File: src/rtl/aes_pkg.sv
// Shared types and constants for the AES-128 key-schedule slice.
package aes_pkg;

    localparam int AES_NR    = 10;
    localparam int AES_KEY_W = 128;

    typedef enum logic [1:0] {
        IDLE   = 2'd0,
        LOAD   = 2'd1,
        EXPAND = 2'd2,
        FIN    = 2'd3
    } ks_state_t;

    typedef logic [AES_KEY_W-1:0] round_key_t;

    // Round constant for AES-128 rounds 1..10; any other index yields zero.
    function automatic logic [7:0] aes_rcon(input logic [3:0] round);
        logic [7:0] rc;
        unique case (round)
            4'd1:    rc = 8'h01;
            4'd2:    rc = 8'h02;
            4'd3:    rc = 8'h04;
            4'd4:    rc = 8'h08;
            4'd5:    rc = 8'h10;
            4'd6:    rc = 8'h20;
            4'd7:    rc = 8'h40;
            4'd8:    rc = 8'h80;
            4'd9:    rc = 8'h1b;
            4'd10:   rc = 8'h36;
            default: rc = 8'h00;
        endcase
        return rc;
    endfunction

endpackage

File: src/rtl/aes_g_func.sv
// AES key-expansion g-function: RotWord, SubWord, then XOR with Rcon(round).
module aes_g_func
    import aes_pkg::*;
(
    input  logic [31:0] word,
    input  logic [3:0]  round,
    output logic [31:0] g
);

    localparam logic [0:255][7:0] SBOX = {
        128'h637c777bf26b6fc53001672bfed7ab76,
        128'hca82c97dfa5947f0add4a2af9ca472c0,
        128'hb7fd9326363ff7cc34a5e5f171d83115,
        128'h04c723c31896059a071280e2eb27b275,
        128'h09832c1a1b6e5aa0523bd6b329e32f84,
        128'h53d100ed20fcb15b6acbbe394a4c58cf,
        128'hd0efaafb434d338545f9027f503c9fa8,
        128'h51a3408f929d38f5bcb6da2110fff3d2,
        128'hcd0c13ec5f974417c4a77e3d645d1973,
        128'h60814fdc222a908846eeb814de5e0bdb,
        128'he0323a0a4906245cc2d3ac629195e479,
        128'he7c8376d8dd54ea96c56f4ea657aae08,
        128'hba78252e1ca6b4c6e8dd741f4bbd8b8a,
        128'h703eb5664803f60e613557b986c11d9e,
        128'he1f8981169d98e949b1e87e9ce5528df,
        128'h8ca1890dbfe6426841992d0fb054bb16
    };

    logic [31:0] rot;
    logic [31:0] sub;

    always_comb begin
        rot = {word[23:0], word[31:24]};
        sub = {SBOX[rot[31:24]], SBOX[rot[23:16]], SBOX[rot[15:8]], SBOX[rot[7:0]]};
        g   = sub ^ {aes_rcon(round), 24'h000000};
    end

endmodule

File: src/rtl/aes_rk_store.sv
// Round-key store: one write port, one registered read-before-write read port.
// Optional clearing of the expanded rounds under AES_KEYSCHED_ZEROIZE_EN.
module aes_rk_store
    import aes_pkg::*;
#(
    parameter int DEPTH = AES_NR + 1
) (
    input  logic       clk,
    input  logic       rst,
    input  logic       we,
    input  logic [3:0] wr_idx,
    input  round_key_t wr_key,
    input  logic       clr,
    input  logic [3:0] rd_idx,
    output round_key_t rd_key
);

    round_key_t mem [DEPTH];

    // Reads sample mem before this edge's write lands, so same-index access returns the old key.
    always_ff @(posedge clk) begin
        if (rst) begin
            rd_key <= '0;
        end else if (int'(rd_idx) < DEPTH) begin
            rd_key <= mem[rd_idx];
        end else begin
            rd_key <= '0;
        end
    end

`ifdef AES_KEYSCHED_ZEROIZE_EN
    always_ff @(posedge clk) begin
        if (rst) begin
            for (int i = 0; i < DEPTH; i++) begin
                mem[i] <= '0;
            end
        end else begin
            if (clr) begin
                for (int i = 1; i < DEPTH; i++) begin
                    mem[i] <= '0;
                end
            end
            if (we && int'(wr_idx) < DEPTH) begin
                mem[wr_idx] <= wr_key;
            end
        end
    end
`else
    logic unused_clr;
    assign unused_clr = clr;

    always_ff @(posedge clk) begin
        if (!rst && we && int'(wr_idx) < DEPTH) begin
            mem[wr_idx] <= wr_key;
        end
    end
`endif

endmodule

File: src/rtl/aes_key_sched_ctrl.sv
// AES-128 key-expansion sequencer: one round key per cycle into aes_rk_store.
// Build option AES_KEYSCHED_ZEROIZE_EN clears stale round keys on reset and on start.
module aes_key_sched_ctrl
    import aes_pkg::*;
#(
    parameter int NR    = AES_NR,
    parameter int KEY_W = AES_KEY_W
) (
    input  logic             clk,
    input  logic             rst,
    input  logic             start,
    input  logic [KEY_W-1:0] key_in,
    output logic             busy,
    output logic             done,
    output logic             key_ready,
    input  logic [3:0]       rd_idx,
    output logic [KEY_W-1:0] rd_key
);

    // state  | meaning
    // IDLE   | waiting for start; start latches key_in into store[0]
    // LOAD   | one-cycle setup, round counter primed to 1
    // EXPAND | one round key derived and stored per cycle, rounds 1..NR
    // FIN    | done pulse; key_ready raised at the end of this cycle

    ks_state_t  state;
    logic [3:0] round;
    round_key_t prev;
    logic [31:0] g_word;
    logic [31:0] n0, n1, n2, n3;
    round_key_t next_key;

    logic       start_acc;
    logic       st_we;
    logic [3:0] st_wr_idx;
    round_key_t st_wr_key;

    // prev mirrors store[round-1] so expansion needs no second read port on the store.
    aes_g_func u_g_func (
        .word  (prev[31:0]),
        .round (round),
        .g     (g_word)
    );

    always_comb begin
        n0       = prev[127:96] ^ g_word;
        n1       = prev[95:64]  ^ n0;
        n2       = prev[63:32]  ^ n1;
        n3       = prev[31:0]   ^ n2;
        next_key = {n0, n1, n2, n3};
    end

    always_comb begin
        start_acc = (state == IDLE) && start;
        st_we     = start_acc || (state == EXPAND);
        st_wr_idx = start_acc ? 4'd0 : round;
        st_wr_key = start_acc ? round_key_t'(key_in) : next_key;
    end

    aes_rk_store #(
        .DEPTH (NR + 1)
    ) u_rk_store (
        .clk    (clk),
        .rst    (rst),
        .we     (st_we),
        .wr_idx (st_wr_idx),
        .wr_key (st_wr_key),
        .clr    (start_acc),
        .rd_idx (rd_idx),
        .rd_key (rd_key)
    );

    always_ff @(posedge clk) begin
        if (rst) begin
            state     <= IDLE;
            round     <= 4'd0;
            prev      <= '0;
            busy      <= 1'b0;
            done      <= 1'b0;
            key_ready <= 1'b0;
        end else begin
            unique case (state)
                IDLE: begin
                    done <= 1'b0;
                    if (start) begin
                        state     <= LOAD;
                        prev      <= key_in;
                        busy      <= 1'b1;
                        key_ready <= 1'b0;
                    end
                end
                LOAD: begin
                    round <= 4'd1;
                    state <= EXPAND;
                end
                EXPAND: begin
                    prev <= next_key;
                    if (round == 4'(NR)) begin
                        state <= FIN;
                        busy  <= 1'b0;
                        done  <= 1'b1;
                    end else begin
                        round <= round + 4'd1;
                    end
                end
                FIN: begin
                    done      <= 1'b0;
                    key_ready <= 1'b1;
                    state     <= IDLE;
                end
                default: state <= IDLE;
            endcase
        end
    end

endmodule

File: config.mk
export PLATFORM = sky130hd
export DESIGN_NAME = aes_key_sched_ctrl
export DESIGN_NICKNAME = d
export VERILOG_FILES = /design/src/rtl/aes_pkg.sv /design/src/rtl/aes_g_func.sv /design/src/rtl/aes_rk_store.sv /design/src/rtl/aes_key_sched_ctrl.sv
export SDC_FILE = /design/constraint.sdc
export NUM_CORES = 2
export LEC_CHECK = 0
export ABC_AREA = 1
export CORE_UTILIZATION = 40
export DETAILED_ROUTE_END_ITERATION = 16
export PLACE_DENSITY = 0.56
export SLEW_MARGIN = 10
export SYNTH_ARGS = -nofsm -noshare
export SYNTH_HDL_FRONTEND = slang
export SYNTH_SLANG_ARGS = --single-unit
File: constraint.sdc
create_clock -name clk -period 21.7 [get_ports clk]
set_input_delay 4.34 -clock clk [delete_from_list [all_inputs] [get_ports clk]]
set_output_delay 4.34 -clock clk [all_outputs]
set_load 0.03 [all_outputs]
### Yosys cells after proc, flatten, opt, wreduce, memory -nomap -nowiden

Memory sizes are Yosys's and may differ from the RTL's. A register that Yosys moved wholly into a read port is not among the register bits.
Index checks and enable logic that the tools add are counted.

* bitwise operators: 10
* multiplexer cells: 28
* reduce and logical (&&, ||, !) cells: 18
* $lt $le $gt $ge: 6
* add/subtract/negate cells: 1
* eq/ne operators: 7

Operators by type and width (number)
* $mux 128: 2
* $pmux 128 s2: 1
* $xor 32x32->32: 5
* $mux 8: 8
* $ge 9x9->1 const B: 4
* $not 8->9: 4
* $mux 4: 4
* $reduce_and 2->1: 5
* $lt 4x4->1 const B: 2
* $pmux 2 s4: 1
* $pmux 4 s2: 1
* $reduce_bool 2->1: 4
* $mux 1: 6
* $pmux 1 s2: 3
* $add 4x1->4 const B: 1
* $eq 2x2->1 const B: 2
* $eq 4x4->1 const B: 1
* $mux 2: 2
* $ne 2x2->1 const B: 2
* $reduce_or 2->1: 2
* $logic_and 1x1->1: 3
* $reduce_and 3->1: 1
* $eq 2x1->1 const B: 1
* $logic_not 2->1: 1
* 4 further kinds: 4

* ROM bits: 8320
* output and inout bits: 131
* memories: 6
* bits in registers: 137
* RAM bits: 1408
* input port bits: 135

Memory list
* (no name shown): depth 256, bits a word 8, rd ports 1, clocked after Yosys merged registers in 0, wr ports 0, RTL line aes_g_func.sv:34 `sub = {SBOX[rot[31:24]], SBOX[rot[23:16]], SBOX[rot[15:8]], SBOX[rot[7:0]]};`
* (no name shown): depth 256, bits a word 8, rd ports 1, clocked after Yosys merged registers in 0, wr ports 0, RTL line aes_g_func.sv:34
* (no name shown): depth 256, bits a word 8, rd ports 1, clocked after Yosys merged registers in 0, wr ports 0, RTL line aes_g_func.sv:34
* (no name shown): depth 256, bits a word 8, rd ports 1, clocked after Yosys merged registers in 0, wr ports 0, RTL line aes_g_func.sv:34
* u_rk_store.mem: depth 11, bits a word 128, rd ports 1, clocked after Yosys merged registers in 1, wr ports 1, RTL line aes_rk_store.sv:18 `round_key_t mem [DEPTH];`
* (no name shown): depth 16, bits a word 8, rd ports 1, clocked after Yosys merged registers in 1, wr ports 0, RTL line aes_pkg.sv:19 `unique case (round)`

### Longest topological paths before layout

* depth after elaboration: 10
* depth in mapped cells: 23
* mapped depth without buffers: 22

### Modules after synthesis

Synthesis repeated with hierarchy kept, for this count alone.

* cells, all modules: 9312
* area total of the unflattened synthesis: 82283.9 um2

Modules (own cells, without submodules)
* aes_rk_store: cells an instance 5324, area each 61058.6 um2, instances 1
* aes_g_func: cells an instance 2351, area each 11427.2 um2, instances 1
* aes_key_sched_ctrl: cells an instance 1637, area each 9798.1 um2, instances 1

### Worst setup path before layout

No wires, ideal clock.

* path type: input to register
* from: input start
* to: memory u_rk_store.mem[10][0] (netlist name), enable pin
* data arrival time: 10.752 ns
* cell stages on the path: 10
* required time: 21.083 ns
* slack: 10.330 ns
* cells stage by stage: nand2_1 -> inv_1 -> nor2_1 -> inv_1 -> nor2_1 -> o21ai_0 -> nand2_1 -> a21oi_1 -> nand4_1 -> nor2_1

* word-level cells in the longest chain between the ends: 6
* elaborated cells on any way between the ends: 8
* classes of those cells: order compare (1); mux (3); reduce/logical (4)

Ends and longest elaborated chain
* start, declared: RTL line aes_key_sched_ctrl.sv:11 `input logic start,`
* $logic_and 1x1->1 *: RTL line aes_key_sched_ctrl.sv:54 `start_acc = (state == IDLE) && start;`
* $mux 4 or $logic_or 1x1->1 (tied branches): RTL line aes_key_sched_ctrl.sv:56, aes_key_sched_ctrl.sv:55
* $lt 4x4->1 or $logic_and 1x1->1 (tied branches): RTL line aes_rk_store.sv:53 `if (!rst && we && int'(wr_idx) < DEPTH) begin`
* $logic_and 1x1->1: RTL line aes_rk_store.sv:53
* $mux 1: RTL line aes_rk_store.sv:53
* $mux 1 (implied by the code): RTL line aes_rk_store.sv:54 `mem[wr_idx] <= wr_key;`
* end, declared: RTL line aes_rk_store.sv:18

Every way passes the cells marked *; elsewhere a longest branch is shown, timed or not.

### Worst setup path in the final report

* from: input start
* to: memory u_rk_store.mem[5][80] (netlist name), enable pin

The elaborated chain is that of the path after synthesis.

==> impl_results.md <==
- Status: completed
- Req. time, crit path: 22.13 ns
- Mapped Area: 0.07895 mm^2
- Die height: 446.3 um
- Critical-path top delay cell: nor2_4
- Hold_sp: prev[111]
- Clock Latency Late Sink: 0.83 ns
- Routed WL per cell: 26.63 um
- Crit share post-route: 43.80%
- CP Capture Type: register
- Power Dens Cells: approximately 150 mW/mm^2
- Crit-path max FO: 66
- Final Hold Fails: 0
- CTS clk-pin slew, worst paths: 0.06 ns
- Clock Skew: 0.03244 ns
- Post-CTS Setup Repair Bufs: 0
- H-tree Lvls: 4
- WL final: between 200000 and 300000 um
- Post-cts sizing count: 0
- Sw Share: 42.65%
- Worst vdd ir: about 0.1 mV
- Syn Nets: ~8400
- Max layer used: met5
- Clk pwr share: between 20 and 25%
- WL met2: 134500 um
- Multi-input gate area: 0.02771 mm^2
- CTS sink count: ~1700
- I/O pins: between 200 and 300
- GP Congestion: about 0.96
- Total Routing Usage GR: 28.74%
- Num CTS Buffers: ~180
- Max cap viols: 0
- Antenna violations before repair: 11
- Clock Tree Root: clkbuf_16
- Reg area: 0.04776 mm^2
- First-pass DRT Iterations: 7
- Die area: 0.1991 mm^2
- Vias in the first global route: 60560
- FILL cells: 18510
- Finished layout cell area: around 0.090 mm^2
- Largest net degree at the start of global routing: ~150
- Synth Register Bits: 1681
- Combinational power share: 41.9%
- Input/output buffers: around 270
- Die W: about 450 um
- Area Growth Syn to Fin: 13.91%
- Worst Setup Slack, final: 12.20 ns
- Pre-CTS setup slack: 11.39 ns
- Clock buffer depth: 3
- Setup violators final: 0
- Sw power: 5787 uW
- Worst Path Buf+Inv: 5
- R2r startpoint: state[0]
- Routed wl met3: 21420 um
- Min cycle time layout: 9.504 ns
- CP Cell Sequence: clkdlybuf4s50_1 -> nand2_4 -> inv_2 -> nor2_1 -> inv_1 -> nor2_1 -> o21ai_0 -> nand2_1 -> a21oi_1 -> nand3_1 -> nor2_4 -> buf_4 -> buf_4
- Worst setup path startpoint: start
- Power share of the sequential group: between 30% and 40%
- Cell Area, Placed: 0.08404 mm^2
- DR iter-0 viols: 7089
- First-pass GRT wire length: 421900 um
- Sequential area share after synthesis: about three fifths
- Fin. max-slew vios: 0
- Int Power: around 7800 uW
- CTS tree: yes
- Arrival @ worst endpoint: about 9.9 ns
- Layout Nets: 8448
- Final TNS setup: 0 ns
- Drt drc: 0
- Vias per inst: roughly 6
- Area leader, netlist: edfxtp_1
- Hold_ws: 0.4779 ns
- Post-route ant nets: 0
- Routed vias: 64910
- FP Rows: 162
- Placed cell count: 10690
- Highest Clock Rate: about 110 MHz
- Cells after Synth: 8211
- Setup crit start kind: input pin
- CP max stage delay: 0.94 ns
- Setup CP Type: in2reg
- Initial Util: 40.40%
- Syn. warnings: 0
- Worst Hold Class: reg2reg
- Measured slew at the worst slew-check pin: ~1.4 ns
- CORE AREA: slightly below 0.2 mm^2
- Hold Buf Count CTS: 0
- Max transition margin: 5.125%
- RSZ-0062 raised after global routing: false
- Critical path's top delay family: buffers and inverters
- GR Overflow Total: 0
- Leakage: 0.03207 uW
- Finished Layout Cells: roughly 11000
- Synth top area cells: edfxtp_1, nand3_1, nand2_1, dfxtp_1, o21ai_0
- Yosys top cell area share: between 50% and 60%
- Avg Cell Area, Syn: 9.615 um^2
- Distinct cells, synth: 36
- M1 WL: 125800 um
- Layout cells sized above 1: roughly 7.1%
- Dpl hpwl: 183600 um
-- power by group through the flow --
| stage | combinational [uW] | clock, uW | sequential, uW |
|---|---|---|---|
| after floorplan | 3090 | 0 | 4880 |
| after global placement | 5530 | 0 | 4880 |
| after detailed placement | 5560 | 0 | 4890 |
| after CTS | 5570 | 3100 | 4820 |
| after global routing | 6100 | 3220 | 4840 |
| final | 5680 | 3060 | 4820 |
-- per-layer routing --
| layer | global-route usage, % | vias to the layer above |
|---|---|---|
| met4 | 11.30 | 6 |
| met1 | 40.22 | 32100 |
| met3 | 3.632 | 475 |
| met5 | 0 | - |
| li1 | - | 29450 |
| met2 | 45.31 | 2887 |
-- final cells by class --
class                           instances  share of cell area (%)
Sequential cell                      1681                   53.11
Antenna cell                            3                0.008348
Inverter                              293                   1.290
Clock buffer                          248                   5.618
Timing Repair Buffer                  453                   4.612
Clock inverter                         83                  0.8988
Multi-Input combinational cell       5636                   30.81
Tap cell                             2624                   3.651
-- synth_stat cells --
| master | number |
|---|---|
| inv_1 | 264 |
| nand3b_1 | 18 |
| nor2_1 | 783 |
| o21bai_1 | 1 |
| clkbuf_1 | 405 |
| or2_0 | 1 |
| edfxtp_1 | 1408 |
| inv_6 | 1 |
| a21oi_1 | 440 |
| nand3b_2 | 1 |
| a31oi_1 | 38 |
| nor4_1 | 1 |
| nand2_4 | 8 |
| buf_1 | 48 |
| nand3_1 | 1409 |
| nor2_2 | 7 |
| xor2_1 | 10 |
| buf_6 | 19 |
| a21oi_2 | 4 |
| nand3_2 | 13 |
| buf_4 | 24 |
| o22ai_1 | 1 |
| nand4_1 | 26 |
| or2_2 | 1 |
| ha_1 | 70 |
| inv_2 | 17 |
| inv_4 | 4 |
| dfxtp_1 | 273 |
| nand2_1 | 1612 |
| nand2_2 | 28 |
| buf_2 | 105 |
| o221ai_1 | 256 |
| o21ai_0 | 723 |
| clkinv_1 | 7 |
| o211ai_1 | 167 |
| o21ai_1 | 18 |
-- registers in the layout, summed over array words and instances, names as in the netlist, named ones only --
name,flops
busy,1
done,1
key_ready,1
prev,128
round,4
state,2
u_rk_store.mem,1408
u_rk_store.rd_key,128
-- cell usage in the layout (no fill, tap or decap), types with 5 or more instances in the layout --
cell / n
ha_1: 69
nand3_1: 1409
buf_4: 183
inv_1: 258
nand3b_1: 18
nor2_2: 7
clkdlybuf4s50_1: 260
nor2_4: 9
inv_2: 16
dfxtp_1: 265
buf_12: 6
nand3_2: 13
xor2_1: 10
inv_4: 5
clkbuf_16: 182
a31oi_2: 19
o211ai_1: 167
nand2_4: 9
clkinvlp_4: 5
clkinv_1: 32
a31oi_1: 19
clkinv_2: 24
inv_6: 14
a21oi_1: 440
dfxtp_2: 7
nand2_1: 1611
clkbuf_8: 26
o21ai_1: 47
nand2_2: 28
clkbuf_1: 41
o21ai_0: 688
edfxtp_1: 1408
o221ai_1: 256
nor2_1: 774
nand4_1: 26
bufinv_16: 12
-- worst paths after layout --
| kind | to | depth (start not counted) | slack [ns] |
|---|---|---|---|
| min | prev[111] | 2 | 0.48 |
| min reg2reg | prev[111] | 2 | 0.48 |
| max | u_rk_store.mem[5][80] | 13 | 12.20 |
| max reg2reg | u_rk_store.mem[5][80] | 14 | 15.37 |
-- through the flow --
step | utilization [%] | power [uW]
4_1_cts | 46.01 | 13500
2_1_floorplan | - | 7966
5_1_grt | 46.02 | 14170
6_report | 46.02 | 13570
3_5_place_dp | 43.01 | 10440
3_3_place_gp | 43.00 | 10410
-- worst register-to-register path, stage by stage, from the launching register on --
cell,delay (ns)
dfxtp_1,0.34
inv_1,0.13
ha_1,0.37
nand2_4,0.46
inv_2,0.57
nor2_1,0.13
inv_1,0.13
nor2_1,0.08
o21ai_0,0.15
nand2_1,0.06
a21oi_1,0.32
nand3_1,0.36
nor2_4,0.94
buf_4,0.89
buf_4,0.93
-- logic make-up (layout without fill, tap and decap cells) --
| group | count (synthesis) | after routing | synth area share, % |
|---|---|---|---|
| and+or+nand+nor | 3908 | 3908 | 21.29 |
| AOI/OAI and AO/OA | 1648 | 1648 | 12.28 |
| buffers and inverters | 894 | 1077 | 4.731 |
| xor gates and xnor gates | 10 | 10 | 0.1109 |
| adders and majority gates | 70 | 70 | 1.109 |
| DFF | 1681 | 1681 | 60.48 |
| other | 0 | 3 | 0 |
No activity file was read; power rests on OpenSTA's default activity.
